`src/rtl/euclid_dcme_cell_pkg.sv`:
```
// Shared defaults for the DCME key-equation cell and the per-frame delta update.
package euclid_dcme_cell_pkg;

  localparam int          M_DEF         = 13;
  localparam logic [12:0] POLY_DEF      = 13'h001B;
  localparam int          FRAME_LEN_DEF = 24;
  localparam int          DW_DEF        = 6;

  // -d-1 equals ~d in two's complement; the caller truncates to its delta width.
  function automatic logic [31:0] delta_update(input logic [31:0] d,
                                               input logic        stop,
                                               input logic        swap);
    if (stop)
      return d;
    else if (swap)
      return ~d;
    else
      return d - 32'd1;
  endfunction

endpackage

```
`src/rtl/euclid_dcme_cell_gf_mult.sv`:
```
// Combinational GF(2^M) multiplier: shift-and-add with on-the-fly reduction.
module euclid_dcme_cell_gf_mult
  import euclid_dcme_cell_pkg::*;
#(
  parameter int          M    = M_DEF,
  parameter logic [M-1:0] POLY = M'(POLY_DEF)
) (
  input  logic [M-1:0] a,
  input  logic [M-1:0] b,
  output logic [M-1:0] p
);

  logic [M-1:0] acc;
  logic [M-1:0] sh;

  always_comb begin
    acc = '0;
    sh  = a;
    for (int i = 0; i < M; i++) begin
      if (b[i])
        acc = acc ^ sh;
      sh = {sh[M-2:0], 1'b0} ^ (sh[M-1] ? POLY : '0);
    end
    p = acc;
  end

endmodule

```
`src/rtl/euclid_dcme_cell.sv`:
```
// One DCME iteration: per-frame swap/stop decision, GF cross-multiply and
// one-beat shift of R/L, emitted three cycles after each non-leading input beat.
module euclid_dcme_cell
  import euclid_dcme_cell_pkg::*;
#(
  parameter int           M         = M_DEF,
  parameter logic [M-1:0] POLY      = M'(POLY_DEF),
  parameter int           FRAME_LEN = FRAME_LEN_DEF,
  parameter int           DW        = DW_DEF
) (
  input  logic          clk,
  input  logic          reset,
  input  logic          in_valid,
  input  logic          in_sof,
  input  logic [M-1:0]  rin,
  input  logic [M-1:0]  qin,
  input  logic [M-1:0]  lin,
  input  logic [M-1:0]  uin,
  input  logic [DW-1:0] delta_in,
  input  logic          stop_in,
  output logic          out_valid,
  output logic          out_sof,
  output logic [M-1:0]  rout,
  output logic [M-1:0]  qout,
  output logic [M-1:0]  lout,
  output logic [M-1:0]  uout,
  output logic [DW-1:0] delta_out,
  output logic          stop_out,
  output logic          frame_err
);

  localparam int          CW   = $clog2(FRAME_LEN);
  localparam logic [CW-1:0] LAST = CW'(FRAME_LEN - 1);
  localparam logic [CW-1:0] ONE  = CW'(1);

  logic [CW-1:0] cnt;
  logic          tail_pend;
  logic [M-1:0]  hl_r, hl_q;
  logic          h_stop, h_swap;
  logic [DW-1:0] h_dout;

  logic sof_beat, dat_beat, stray, mid_sof, last_beat, swap_now;
  logic [DW-1:0] dout_now;

  assign sof_beat  = in_valid & in_sof;
  assign dat_beat  = in_valid & ~in_sof & (cnt != '0);
  assign stray     = in_valid & ~in_sof & (cnt == '0);
  assign mid_sof   = sof_beat & (cnt != '0);
  assign last_beat = dat_beat & (cnt == LAST);
  assign swap_now  = ~stop_in & (rin != '0) & delta_in[DW-1];
  assign dout_now  = DW'(delta_update(32'(delta_in), stop_in, swap_now));

  // Stage A: registered input beat tagged with its frame's decisions.
  logic          a_valid, a_sof, a_first, a_tail, a_err, a_stop, a_swap;
  logic [M-1:0]  a_lr, a_lq, a_r, a_q, a_l, a_u;
  logic [DW-1:0] a_dout;

  always_ff @(posedge clk) begin
    if (reset) begin
      cnt <= '0; tail_pend <= 1'b0;
      hl_r <= '0; hl_q <= '0; h_stop <= 1'b0; h_swap <= 1'b0; h_dout <= '0;
      a_valid <= 1'b0; a_sof <= 1'b0; a_first <= 1'b0; a_tail <= 1'b0;
      a_err <= 1'b0; a_stop <= 1'b0; a_swap <= 1'b0;
      a_lr <= '0; a_lq <= '0; a_r <= '0; a_q <= '0; a_l <= '0; a_u <= '0;
      a_dout <= '0;
    end else begin
      a_valid   <= sof_beat | dat_beat;
      a_sof     <= sof_beat;
      a_first   <= dat_beat & (cnt == ONE);
      a_err     <= mid_sof | stray;
      tail_pend <= last_beat;
      a_tail    <= tail_pend;
      a_r <= rin; a_q <= qin; a_l <= lin; a_u <= uin;
      a_lr <= hl_r; a_lq <= hl_q;
      if (sof_beat) begin
        cnt    <= ONE;
        hl_r   <= rin;
        hl_q   <= qin;
        h_stop <= stop_in;
        h_swap <= swap_now;
        h_dout <= dout_now;
        a_stop <= stop_in;
        a_swap <= swap_now;
        a_dout <= dout_now;
      end else begin
        a_stop <= h_stop;
        a_swap <= h_swap;
        a_dout <= h_dout;
        if (dat_beat)
          cnt <= last_beat ? '0 : cnt + ONE;
      end
    end
  end

  logic [M-1:0] m_lr_q, m_lq_r, m_lr_u, m_lq_l;

  euclid_dcme_cell_gf_mult #(.M(M), .POLY(POLY)) u_mul_rq (.a(a_lr), .b(a_q), .p(m_lr_q));
  euclid_dcme_cell_gf_mult #(.M(M), .POLY(POLY)) u_mul_qr (.a(a_lq), .b(a_r), .p(m_lq_r));
  euclid_dcme_cell_gf_mult #(.M(M), .POLY(POLY)) u_mul_ru (.a(a_lr), .b(a_u), .p(m_lr_u));
  euclid_dcme_cell_gf_mult #(.M(M), .POLY(POLY)) u_mul_ql (.a(a_lq), .b(a_l), .p(m_lq_l));

  // Stage B: the R'/L' sums are symmetric, so swap only steers which lanes
  // feed Q'/U'. The p_* registers hold the previous beat already in output form.
  logic          b_valid, b_sof, b_err, b_stop;
  logic [M-1:0]  b_r, b_q, b_l, b_u;
  logic [DW-1:0] b_dout;
  logic [M-1:0]  p_r, p_q, p_l, p_u;

  always_ff @(posedge clk) begin
    if (reset) begin
      b_valid <= 1'b0; b_sof <= 1'b0; b_err <= 1'b0; b_stop <= 1'b0;
      b_r <= '0; b_q <= '0; b_l <= '0; b_u <= '0; b_dout <= '0;
      p_r <= '0; p_q <= '0; p_l <= '0; p_u <= '0;
    end else begin
      b_valid <= (a_valid & ~a_sof) | a_tail;
      b_sof   <= a_first;
      b_err   <= a_err;
      b_stop  <= a_stop;
      b_dout  <= a_dout;
      b_q     <= p_q;
      b_u     <= p_u;
      b_r     <= (a_tail | a_stop) ? p_r : (m_lr_q ^ m_lq_r);
      b_l     <= (a_tail | a_stop) ? p_l : (m_lr_u ^ m_lq_l);
      if (a_valid) begin
        p_r <= a_stop ? a_r : '0;
        p_l <= a_stop ? a_l : '0;
        p_q <= a_swap ? a_r : a_q;
        p_u <= a_swap ? a_l : a_u;
      end
    end
  end

  // Stage C and output registers.
  logic          c_valid, c_sof, c_err, c_stop;
  logic [M-1:0]  c_r, c_q, c_l, c_u;
  logic [DW-1:0] c_dout;

  always_ff @(posedge clk) begin
    if (reset) begin
      c_valid <= 1'b0; c_sof <= 1'b0; c_err <= 1'b0; c_stop <= 1'b0;
      c_r <= '0; c_q <= '0; c_l <= '0; c_u <= '0; c_dout <= '0;
      out_valid <= 1'b0; out_sof <= 1'b0; frame_err <= 1'b0;
      rout <= '0; qout <= '0; lout <= '0; uout <= '0;
      delta_out <= '0; stop_out <= 1'b0;
    end else begin
      c_valid <= b_valid; c_sof <= b_sof; c_err <= b_err; c_stop <= b_stop;
      c_r <= b_r; c_q <= b_q; c_l <= b_l; c_u <= b_u; c_dout <= b_dout;
      out_valid <= c_valid;
      out_sof   <= c_valid & c_sof;
      frame_err <= c_err;
      rout <= c_valid ? c_r : '0;
      qout <= c_valid ? c_q : '0;
      lout <= c_valid ? c_l : '0;
      uout <= c_valid ? c_u : '0;
      if (c_valid & c_sof) begin
        delta_out <= c_dout;
        stop_out  <= c_stop;
      end
    end
  end

endmodule

```
`config.mk`:
```
export PLATFORM = sky130hd
export DESIGN_NAME = euclid_dcme_cell
export DESIGN_NICKNAME = d
export VERILOG_FILES = /design/src/rtl/euclid_dcme_cell_pkg.sv /design/src/rtl/euclid_dcme_cell_gf_mult.sv /design/src/rtl/euclid_dcme_cell.sv
export SDC_FILE = /design/constraint.sdc
export NUM_CORES = 1
export LEC_CHECK = 0
export ABC_CLOCK_PERIOD_IN_PS = 9500
export BUFFER_PORTS_ARGS = -buffer_cell sky130_fd_sc_hd__buf_2
export CAP_MARGIN = 10
export CELL_PAD_IN_SITES_DETAIL_PLACEMENT = 2
export CELL_PAD_IN_SITES_GLOBAL_PLACEMENT = 2
export CORE_MARGIN = 2
export CORE_UTILIZATION = 40
export DETAILED_ROUTE_END_ITERATION = 7
export PLACE_DENSITY = 0.83
export SLEW_MARGIN = 20
export SYNTH_ARGS = -nofsm -noshare
export SYNTH_HDL_FRONTEND = slang
export SYNTH_SLANG_ARGS = --single-unit
```
`constraint.sdc`:
```
create_clock -name clk -period 9.5 [get_ports clk]
set_clock_uncertainty 0.15 [all_clocks]
set_input_delay 0.475 -clock clk [delete_from_list [all_inputs] [get_ports clk]]
set_output_delay 0.475 -clock clk [all_outputs]
set_load 0.005 [all_outputs]
```
After elaboration in Yosys (flattened, before gate mapping) --
Cells that the tools add are included.
Operators by class: equality and inequality tests 2, mux-type cells 87, $add $sub $neg 2, reductions and logical operators 6, bitwise logic cells 94
Operators with widths (count):
- 13-bit bitwise XOR | 74
- 13-bit two-way mux | 58
- 5-bit two-way mux | 25
- 13-bit nonzero test | 1
- 6-bit two-way mux | 2
- 1-bit AND | 11
- 6-bit inverter | 1
- 6-bit by 1-bit subtractor with 6-bit output, second input constant | 1
- 5-bit by 1-bit adder with 5-bit output, second input constant | 1
- 5-bit by 1-bit equality test with 1-bit output, second input constant | 1
- 5-bit equality test, second input constant | 1
- 5-bit zero test | 1
- 5-bit nonzero test | 1
- 1-bit inverter | 4
- 1-bit OR | 4
- 2-bit OR reduction | 2
- 1-bit two-way mux | 2
- 2-bit nonzero test | 1
Word-level totals: flip-flop bits (word level) 361, input port bits 63

Longest topological paths before layout --
Gate-level depths: netlist of the first run.
depth after elaboration 28, mapped depth 11

Modules after synthesis --
From an unflattened synthesis of the first run, not the netlist that was laid out.
Unflattened totals: cell total of the unflattened synthesis 2720, area total of the unflattened synthesis 23314.9 µm²
By module, submodules not included:
- euclid_dcme_cell_gf_mult | cells each 425, instances 4, area an instance 2995.4 µm²
- euclid_dcme_cell | cells each 1020, instances 1, area an instance 11333.4 µm²

Worst setup path before layout of the first run --
OpenSTA, ideal clock, no wires.
kind register -> register, start register a_lr[3], end register b_r[4], buffers on the path 1, clock period less this slack 3111 ps, library setup time 79 ps, arrival time 2882 ps, slack 6389 ps, data required time 9271 ps, stages on the path, launching flop included 10, cell sequence dfxtp_1 -> clkbuf_1 -> xor3_2 -> xor2_2 -> nand2_1 -> xnor3_1 -> xnor3_1 -> xnor3_1 -> xnor3_1 -> a211oi_2
Between the ends: word-level cells in the longest chain between the ends 27, elaborated cells on any way between the ends 38, classes of those cells mux: 14; bitwise: 24
Ends and longest elaborated chain:
- start, declared | line euclid_dcme_cell.sv:55 | logic [M-1:0] a_lr, a_lq, a_r, a_q, a_l, a_u;
- start signal, assigned | line euclid_dcme_cell.sv:74 | a_lr <= hl_r; a_lq <= hl_q;
- 13-bit bitwise XOR * | line euclid_dcme_cell_gf_mult.sv:22 | sh = {sh[M-2:0], 1'b0} ^ (sh[M-1] ? POLY : '0);
- 13-bit bitwise XOR | line euclid_dcme_cell_gf_mult.sv:21 | acc = acc ^ sh;
- 13-bit two-way mux | line euclid_dcme_cell_gf_mult.sv:20 | if (b[i])
- 13-bit bitwise XOR | line euclid_dcme_cell_gf_mult.sv:21
- 13-bit two-way mux | line euclid_dcme_cell_gf_mult.sv:20
- 13-bit bitwise XOR | line euclid_dcme_cell_gf_mult.sv:21
- 13-bit two-way mux | line euclid_dcme_cell_gf_mult.sv:20
- 13-bit bitwise XOR | line euclid_dcme_cell_gf_mult.sv:21
- [... 11 more ...]
- 13-bit bitwise XOR | line euclid_dcme_cell_gf_mult.sv:21
- 13-bit two-way mux | line euclid_dcme_cell_gf_mult.sv:20
- 13-bit bitwise XOR | line euclid_dcme_cell_gf_mult.sv:21
- 13-bit two-way mux * | line euclid_dcme_cell_gf_mult.sv:20
- 13-bit bitwise XOR | line euclid_dcme_cell_gf_mult.sv:21
- 13-bit two-way mux * | line euclid_dcme_cell_gf_mult.sv:20
- 13-bit bitwise XOR * | line euclid_dcme_cell.sv:122 | b_r <= (a_tail | a_stop) ? p_r : (m_lr_q ^ m_lq_r);
- 13-bit two-way mux * | line euclid_dcme_cell.sv:122
- end signal, assigned | line euclid_dcme_cell.sv:122
- end, declared | line euclid_dcme_cell.sv:105 | logic [M-1:0] b_r, b_q, b_l, b_u;
Every way passes the cells marked *; elsewhere a longest branch is shown, timed or not. A chain may end at the register's enable or synchronous reset.

Worst setup path in the final report of the first run --
start register a_lr[8], end register b_r[4]
Between the ends: word-level cells in the longest chain between the ends 24, elaborated cells on any way between the ends 28, classes of those cells mux: 10; bitwise: 18
Ends and longest elaborated chain (line):
- 13-bit bitwise XOR * (4 in a row) | euclid_dcme_cell_gf_mult.sv:22
- 5-bit two-way mux * | euclid_dcme_cell_gf_mult.sv:22
- 13-bit bitwise XOR * | euclid_dcme_cell_gf_mult.sv:22
- 13-bit bitwise XOR | euclid_dcme_cell_gf_mult.sv:21
- 13-bit two-way mux | euclid_dcme_cell_gf_mult.sv:20
- 13-bit bitwise XOR | euclid_dcme_cell_gf_mult.sv:21
- 13-bit two-way mux | euclid_dcme_cell_gf_mult.sv:20
- 13-bit bitwise XOR | euclid_dcme_cell_gf_mult.sv:21
- [... 5 more ...]
- 13-bit bitwise XOR | euclid_dcme_cell_gf_mult.sv:21
- 13-bit two-way mux * | euclid_dcme_cell_gf_mult.sv:20
- 13-bit bitwise XOR | euclid_dcme_cell_gf_mult.sv:21
- 13-bit two-way mux * | euclid_dcme_cell_gf_mult.sv:20
- 13-bit bitwise XOR | euclid_dcme_cell_gf_mult.sv:21
- 13-bit two-way mux * | euclid_dcme_cell_gf_mult.sv:20
- 13-bit bitwise XOR * | euclid_dcme_cell.sv:122
- 13-bit two-way mux * | euclid_dcme_cell.sv:122
Marks and branches as above.

==> reports/metrics.cfg, run 1 <==
[global_route]
antenna_found_initial = 0
grt_pass1_wl_mm = 128.3
grt_pass1_vias = 19960
grt_max_degree = 108
track_usage_pct = 30.59
grt-ovfl-total = 0

[synth]
ys_warn_count = 0
synth_compound_area_share_pct = 4.171
synth-seq-cells = 361
yosys_most_used_dff = dfxtp_1
synth_xor_area_share_pct = 31.33
synth_fa_ha_area_share_pct = 0.2337
syn_inst = 2553
synth_enable_flop_cells = 0
async_reset_ff_share_pct = 0
synth_top_family_by_area = XOR/XNOR gates
yosys-mux-area-fraction_pct = 4.458
ys_seq_area_share_pct = 33.74
synth-simple-area-share_pct = 22.24
syn-mean-instance-area_um2 = 8.389
syn_area_um2 = 21420
synth_nets = 2620
synth_cell_types = 43

[setup_path]
cp_data_arrival_time_ns = 4.66
timing.rr.start = a_lr[8]
end_kind = flip-flop
start_kind = flip-flop
rr_endpoint = b_r[4]
critical_path_class = flip-flop to flip-flop
r2r_slack_ns = 5.19
reg2reg_depth = 8
crit_required_ns = 9.85
crit_fanout = 17

[clock_network]
htree_num_levels = 2
clkTransAtPathRegs_ns = 0.07
cts_made_buffers = 40
clk_latency_ns = 0.59
postCtsHoldBufs = 28
cts_sinks = 361
clockBufferDepth = 3
cts_tree = done
ctsResizeCount = 0
cts_setup_buffers = 0
root_buffer = clkbuf_16

[outcome]
status = completed

[placed_design]
placement.io_buffers = 124
gp_congestion = 0.9432
dpl.hpwl_mm = 55.15
dp.cells = 3216

[detailed_routing]
first_pass_iters = 5
wire_per_inst_um = 25.70
via_count = 17846
drt_wl_total_mm = 85.28
ant_nets = 0
avgViaCountPerCell = 5.379
drc_errors = 0
drtIter0Drc = 1156

[sta]
hold_ws_ns = 0.02195
timing.final.crit_share_pct = 45.34
rsz0062_at_grt = false
slew_headroom_pct = 15.57
setup_viol = 0
period_needed_ns = 4.307
drv_slew = 0
finalHoldViolCount = 0
setup-tns-final_ns = 0
fmax_mhz = 232.2
tightest_slew_ns = 1.265

[cells_and_area]
area_delta_synth_final_pct = 13.04
most-common-layout-cells = 647 x nand2_1, 450 x xnor2_1, 360 x dfxtp_1
antenna_cells = 0
final_common_cell = nand2_1
drive_gt1_share_pct = 11.52
stdcell_count = 3318
finalNetCount = 2665
finish.utilization_pct = 45.89

[min_path]
worst_hold_path.num_cells = 2
hold_start = qin[0]
whs_endpoint = a_q[0]
hp-class = primary input to flip-flop

[pwr]
leakagePower_nw = 8.995
ir_drop_mv = 0.1592
power.density_nw_per_um2 = 171.5

[floorplanning]
pin_count = 125
die_area_um2 = 55410
num_rows = 84
fp.dieH_um = 235.4
core_area_um2 = 52760
start_util_pct = 40.59
fp.dieW_um = 235.4

[job]
cap_violations = 0

[worst max-delay path, cell delays in order (launching register included)]
cell      delay, ns
dfxtp_1        0.93
xor2_1         0.69
xor2_1         0.87
nand2_1        0.18
xnor2_1        0.26
xnor2_1        0.17
xnor3_1        0.36
xnor3_1        0.39
a211oi_2       0.21
[worst max path at each step]
stage | start | end | slack (ns) | cells after the start
3_5_place_dp | a_lr[8] | b_r[4] | 5.25 | 8
4_1_cts | a_lr[8] | b_r[4] | 5.23 | 8
6_report | a_lr[8] | b_r[4] | 5.19 | 8
2_1_floorplan | a_lr[3] | b_r[4] | 6.39 | 9
5_1_grt | a_lr[8] | b_r[4] | 5.04 | 8
3_3_place_gp | a_lr[8] | b_r[4] | 5.43 | 8
[routing by layer]
metal	GRT usage [%]	up-vias	part of all wire [%]
met5	0	-	0
met4	11.04	0	3.6
met3	4.022	178	4.7
met2	54.60	474	50
met1	37.58	9205	42
li1	-	7989	-
[cell usage after synthesis (all sizes together) (35+ instances only)]
master,instances,area [um^2]
a211oi,52,395.4
a21oi,55,275.3
and2,55,344.1
buf,37,166.4
clkbuf,165,619.3
dfxtp,361,7227
mux2,35,394.1
mux2i,56,560.5
nand2,647,2429
nor2,98,367.9
nor2b,209,1308
xnor2,450,3941
xor2,193,1788
[report_power, final]
part	switching (mW)	internal, mW	leakage, nW	total, mW
registers	0.110	1.61	2.95	1.72
clock network	0.702	0.916	0.668	1.62
logic	0.451	0.366	5.38	0.817
[through the flow]
step                      setup slack, ns  total power, mW  cell area (um^2)
after CTS                           5.229            4.177             24210
after floorplan                     6.389            2.254             21420
final                               5.193            4.151             24210
after global placement              5.425            2.502             22570
after global routing                5.038            4.307             24210
after detailed placement            5.254            2.536             22570
[kinds of logic (layout without fill, tap and decap cells)]
logic type | count (synthesis) | count (layout)
fa+ha+maj | 4 | 4
xor+xnor | 686 | 686
flops | 361 | 361
compound gates | 141 | 141
simple gates | 1059 | 1059
mux | 91 | 91
buf+inv | 211 | 288
[final cells by class]
type                            count  area, um^2
Fill cell                        5780       28550
Multi-Input combinational cell   1981       13410
Sequential cell                   361        7228
Timing Repair Buffer              205        1309
Clock buffer                       56        1192
Tap cell                          688       860.8
Clock inverter                     18       171.4
Inverter                            9       33.78
Note: power is estimated with default switching activity, not from simulation.
==> run 2, diff against run 1 <==
--- a/config.mk
+++ b/config.mk
@@ -5,15 +5,15 @@
 export SDC_FILE = /design/constraint.sdc
 export NUM_CORES = 1
 export LEC_CHECK = 0
-export ABC_CLOCK_PERIOD_IN_PS = 9500
+export ABC_CLOCK_PERIOD_IN_PS = 4200
 export BUFFER_PORTS_ARGS = -buffer_cell sky130_fd_sc_hd__buf_2
 export CAP_MARGIN = 10
 export CELL_PAD_IN_SITES_DETAIL_PLACEMENT = 2
 export CELL_PAD_IN_SITES_GLOBAL_PLACEMENT = 2
 export CORE_MARGIN = 2
-export CORE_UTILIZATION = 40
+export CORE_UTILIZATION = 38
 export DETAILED_ROUTE_END_ITERATION = 7
-export PLACE_DENSITY = 0.83
+export PLACE_DENSITY = 0.8
 export SLEW_MARGIN = 20
 export SYNTH_ARGS = -nofsm -noshare
 export SYNTH_HDL_FRONTEND = slang
==> constraint.sdc (replaced) <==
create_clock -name clk -period 4.2 [get_ports clk]
set_clock_uncertainty 0.15 [all_clocks]
set_input_delay 0.21 -clock clk [delete_from_list [all_inputs] [get_ports clk]]
set_output_delay 0.21 -clock clk [all_outputs]
set_load 0.005 [all_outputs]
==> reports/metrics.cfg, run 2 (same netlist as run 1, synthesis figures left out) <==
[setup_path]
critical_path_class = flip-flop to flip-flop
start_kind = flip-flop
cp_data_arrival_time_ns = 4.09
cpPeakStageDelay_ns = 0.86
cp_slowest_cell = xor2_1
worst-path-buf-inv = 0
crit_required_ns = 4.55
crit_fanout = 7
crit_chain = xor2_1, xor2_1, nand2_1, xnor2_1, xnor3_1, xnor2_1, xnor3_1, a211oi_1
end_kind = flip-flop
critPathTopFamily = XOR/XNOR gates

[clock_network]
htree_num_levels = 2
clkTransAtPathRegs_ns = 0.07
cts_sinks = 361
cts_tree = done
ctsResizeCount = 0
cts_made_buffers = 41
root_buffer = clkbuf_16
clk_latency_ns = 0.59
clockBufferDepth = 3

[cells_and_area]
area_delta_synth_final_pct = 17.42
final_common_cell = nand2_1
most-common-layout-cells = 647 x nand2_1, 450 x xnor2_1, 360 x dfxtp_1
drive_gt1_share_pct = 13.13
finalNetCount = 2763
antenna_cells = 0
stdcell_count = 3482
design_area_um2 = 25150

[global_route]
grt_pass1_wl_mm = 130.0
grt-ovfl-total = 0
grt_pass1_vias = 20135
antenna_found_initial = 1
grt_max_degree = 143
track_usage_pct = 30.24

[detailed_routing]
drc_errors = 0
wire_per_inst_um = 25.16
avgViaCountPerCell = 5.262
drt_wl_total_mm = 87.61
drtIter0Drc = 1050
first_pass_iters = 5
via_count = 18324
ant_nets = 0

[pwr]
ir_drop_mv = 0.3507
totalPowerFinal_mw = 9.624
power.density_nw_per_um2 = 382.7
leakagePower_nw = 9.488

[placed_design]
placement.io_buffers = 124
gp_congestion = 0.9627
dpl.hpwl_mm = 59.81
placed_cell_area_um2 = 23110
dp.cells = 3347

[floorplanning]
fp.dieW_um = 241.4
num_rows = 87
die_area_um2 = 58270
fp.dieH_um = 241.4
core_area_um2 = 56060
start_util_pct = 38.20
pin_count = 125

[sta]
tightest_slew_ns = 1.050
finalHoldViolCount = 0
slew_headroom_pct = 29.77
period_needed_ns = 3.731
setup_viol = 0
drv_slew = 0
setup-tns-final_ns = 0
timing.final.crit_share_pct = 88.84
rsz0062_at_grt = false
fmax_mhz = 268.0

[outcome]
status = completed

[job]
cap_violations = 0

[min_path]
hp-class = primary input to flip-flop

## run 2: changes by cell type in the layout (fill, tap and decap cells not counted)
| cell | delta |
|---|---|
| xor2_4 | -1 |
| clkinvlp_4 | -1 |
| clkinv_8 | -1 |
| clkinv_2 | -4 |
| xor2_1 | +2 |
| dlygate4sd3_1 | +34 |
| bufinv_16 | +4 |
| buf_4 | +62 |
| clkbuf_8 | -4 |
| xor2_2 | -1 |
| clkbuf_16 | +1 |
| clkbuf_1 | +5 |
| inv_8 | -1 |
| buf_12 | +1 |
## run 2: report_power, final
part	switching, mW	total (mW)	internal (mW)
clock	1.54	3.81	2.28
combinational	1.10	1.99	0.884
sequential	0.186	3.82	3.64
total	2.83	9.62	6.80
## run 2: path summary, 6_finish.rpt
path,from,endpoint,slack [ns],depth (start not counted)
hold reg to reg,c_l[7],lout[7],0.28,1
setup reg to reg,a_lq[12],b_l[6],0.47,8
hold / removal,delta_in[3],a_dout[3],0.03,4
setup / recovery,a_lq[12],b_l[6],0.47,8
## run 2: area by class of cell
| cell class | instances | area (um^2) |
|---|---|---|
| tap | 756 | 945.9 |
| inverter | 9 | 33.78 |
| multi-input combinational | 1981 | 13390 |
| timing repair buffer | 302 | 2135 |
| sequential | 361 | 7228 |
| fill | 6236 | 30910 |
| clock buffer | 58 | 1181 |
| clock inverter | 15 | 236.5 |
## run 2: worst reg2reg max path, delay by kind of cell (launching register included)
family	cells	cell delay, ns
xor+xnor	6	2.61
flops	1	0.50
simple gates	1	0.15
compound gates	1	0.23
## run 2: through the flow
stage          util [%]  worst slack (ns)  hold slack (ns)
2_1_floorplan         -             1.089           0.1882
3_3_place_gp      41.22            0.6222           0.2606
3_5_place_dp      41.22            0.5524           0.2675
4_1_cts           44.86            0.5322        0.0003988
5_1_grt           44.86            0.3298          0.05461
6_report          44.86            0.4685          0.02790
## run 2: per-layer routing
layer	share of wire (%)	wire (um)	track usage (%)	up-vias
li1	-	-	-	8214
met1	41	35850	36.84	9264
met2	49	42710	52.41	616
met3	5.4	4698	4.319	230
met4	5.0	4350	14.42	0
met5	0	0	0	-
## run 2: timing repair
action	in CTS	in global routing
hold endpoints to repair	82	0
endpoints found under the setup margin	0	0
hold buffers	62	0
setup buffers	0	0
==> run 3, diff against run 2 <==
--- a/config.mk
+++ b/config.mk
@@ -5,7 +5,6 @@
 export SDC_FILE = /design/constraint.sdc
 export NUM_CORES = 1
 export LEC_CHECK = 0
-export ABC_CLOCK_PERIOD_IN_PS = 4200
 export BUFFER_PORTS_ARGS = -buffer_cell sky130_fd_sc_hd__buf_2
 export CAP_MARGIN = 10
 export CELL_PAD_IN_SITES_DETAIL_PLACEMENT = 2
@@ -14,6 +13,7 @@
 export CORE_UTILIZATION = 38
 export DETAILED_ROUTE_END_ITERATION = 7
 export PLACE_DENSITY = 0.8
+export RECOVER_POWER = 25
 export SLEW_MARGIN = 20
 export SYNTH_ARGS = -nofsm -noshare
 export SYNTH_HDL_FRONTEND = slang
==> reports/metrics.cfg, run 3 (same netlist as run 1, synthesis figures left out) <==
[cells_and_area]
final_common_cell = nand2_1
seqCellArea_um2 = 7228
nFillCells = 6238
multiInputGateArea_um2 = 13390
most-common-layout-cells = 647 x nand2_1, 450 x xnor2_1, 360 x dfxtp_1
finalNetCount = 2763
area_delta_synth_final_pct = 17.34
antenna_cells = 0
design_area_um2 = 25130
drive_gt1_share_pct = 13.06
stdcell_count = 3482

[floorplanning]
start_util_pct = 38.20
die_area_um2 = 58270
fp.dieH_um = 241.4
num_rows = 87
fp.dieW_um = 241.4
pin_count = 125
core_area_um2 = 56060

[global_route]
grt_util_met1_pct = 36.84
antenna_found_initial = 1
track_usage_pct = 30.24
grt_pass1_vias = 20135
grt_pass1_wl_mm = 130.0
grt_max_degree = 143
use_met3_pct = 4.319
met2_usage_pct = 52.41
grt-ovfl-total = 0
top_usage_layer = met2

[sta]
period_needed_ns = 3.803
slew_headroom_pct = -110.8
drv_slew = 142
fmax_mhz = 262.9
tightest_slew_ns = 3.162
setup-tns-final_ns = 0
setup_viol = 0
hold_ws_ns = 0.02783
timing.final.crit_share_pct = 90.56
finalHoldViolCount = 0
rsz0062_at_grt = false

[clock_network]
root_buffer = clkbuf_16
htree_num_levels = 2
ctsResizeCount = 0
clk_latency_ns = 0.59
clkTransAtPathRegs_ns = 0.06
cts_made_buffers = 41
cts_sinks = 361
cts_tree = done
cts_setup_buffers = 0
clockBufferDepth = 3

[setup_path]
worst-path-buf-inv = 1
crit_fanout = 7
crit_required_ns = 4.34
cp_data_arrival_time_ns = 3.94
cp_slowest_cell = xor2_1
cpPeakStageDelay_ns = 0.83
critPathTopFamily = XOR/XNOR gates
critPathMostFrequentCell = xor2_1
end_kind = flip-flop
start_kind = flip-flop
critical_path_class = flip-flop to flip-flop
crit_chain = xor2_1, xor2_1, buf_4, nand2_1, xor2_1, xnor2_1, xnor3_1, xnor2_1, a211oi_1

[detailed_routing]
ant_nets = 0
drt_wl_total_mm = 87.55
via_count = 18306
avgViaCountPerCell = 5.257
wire_per_inst_um = 25.14
drc_errors = 0
first_pass_iters = 6
drtIter0Drc = 1058

[pwr]
power.density_nw_per_um2 = 382.7
leakagePower_nw = 9.478
ir_drop_mv = 0.3500

[placed_design]
dp.cells = 3347
placement.io_buffers = 124
placed_cell_area_um2 = 23110
gp_congestion = 0.9627
dpl.hpwl_mm = 59.81

[outcome]
status = finished, violations left
violations = max-capacitance violations, max-slew violations

[min_path]
hp-class = primary input to flip-flop

[job]
cap_violations = 1

==> run 3: cell type report <==
| type | count | share of cell area, % |
|---|---|---|
| timing repair buffer | 302 | 8.424 |
| multi-input combinational | 1981 | 53.27 |
| inverter | 9 | 0.1344 |
| clock inverter | 15 | 0.9410 |
| clock buffer | 58 | 4.700 |
| tap | 756 | 3.764 |
| sequential | 361 | 28.76 |
==> run 3: final timing paths <==
path | slack, ns | cells after the start | endpoint | start
worst max-delay path | 0.40 | 9 | b_r[7] | a_lq[12]
worst min-delay path | 0.03 | 4 | a_dout[3] | delta_in[3]
worst max register to register | 0.40 | 9 | b_r[7] | a_lq[12]
worst min register to register | 0.27 | 1 | lout[7] | c_l[7]
==> run 3: layer usage <==
layer	routed length (um)	share of wire, %	vias up
li1	-	-	8208
met1	35940	41	9276
met2	42760	49	586
met3	4505	5.1	236
met4	4346	5.0	0
met5	0	0	-
==> run 3: repair_timing <==
action	CTS	global route
setup endpoints to repair	0	0
endpoints found under the hold margin	82	0
hold buffers	62	0
==> run 3: power breakdown <==
part | leakage [nW] | internal [mW] | switching, mW | total, mW
clock | 0.685 | 2.28 | 1.53 | 3.81
combinational | 5.85 | 0.885 | 1.10 | 1.99
sequential | 2.95 | 3.64 | 0.186 | 3.82
==> run 3: through the flow <==
step	utilization [%]	worst slack [ns]	power, mW
after global routing	44.83	0.2540	10.00
after detailed placement	41.22	0.5524	5.794
after global placement	41.22	0.6222	5.722
after CTS	44.86	0.5322	9.689
final	44.83	0.3965	9.617
after floorplan	-	1.089	5.098
==> run 3: tightest hold or removal path, cell delays in order <==
cell,delay [ns]
buf_2,0.11
a21oi_1,0.04
o21ai_0,0.23
a21oi_1,0.09
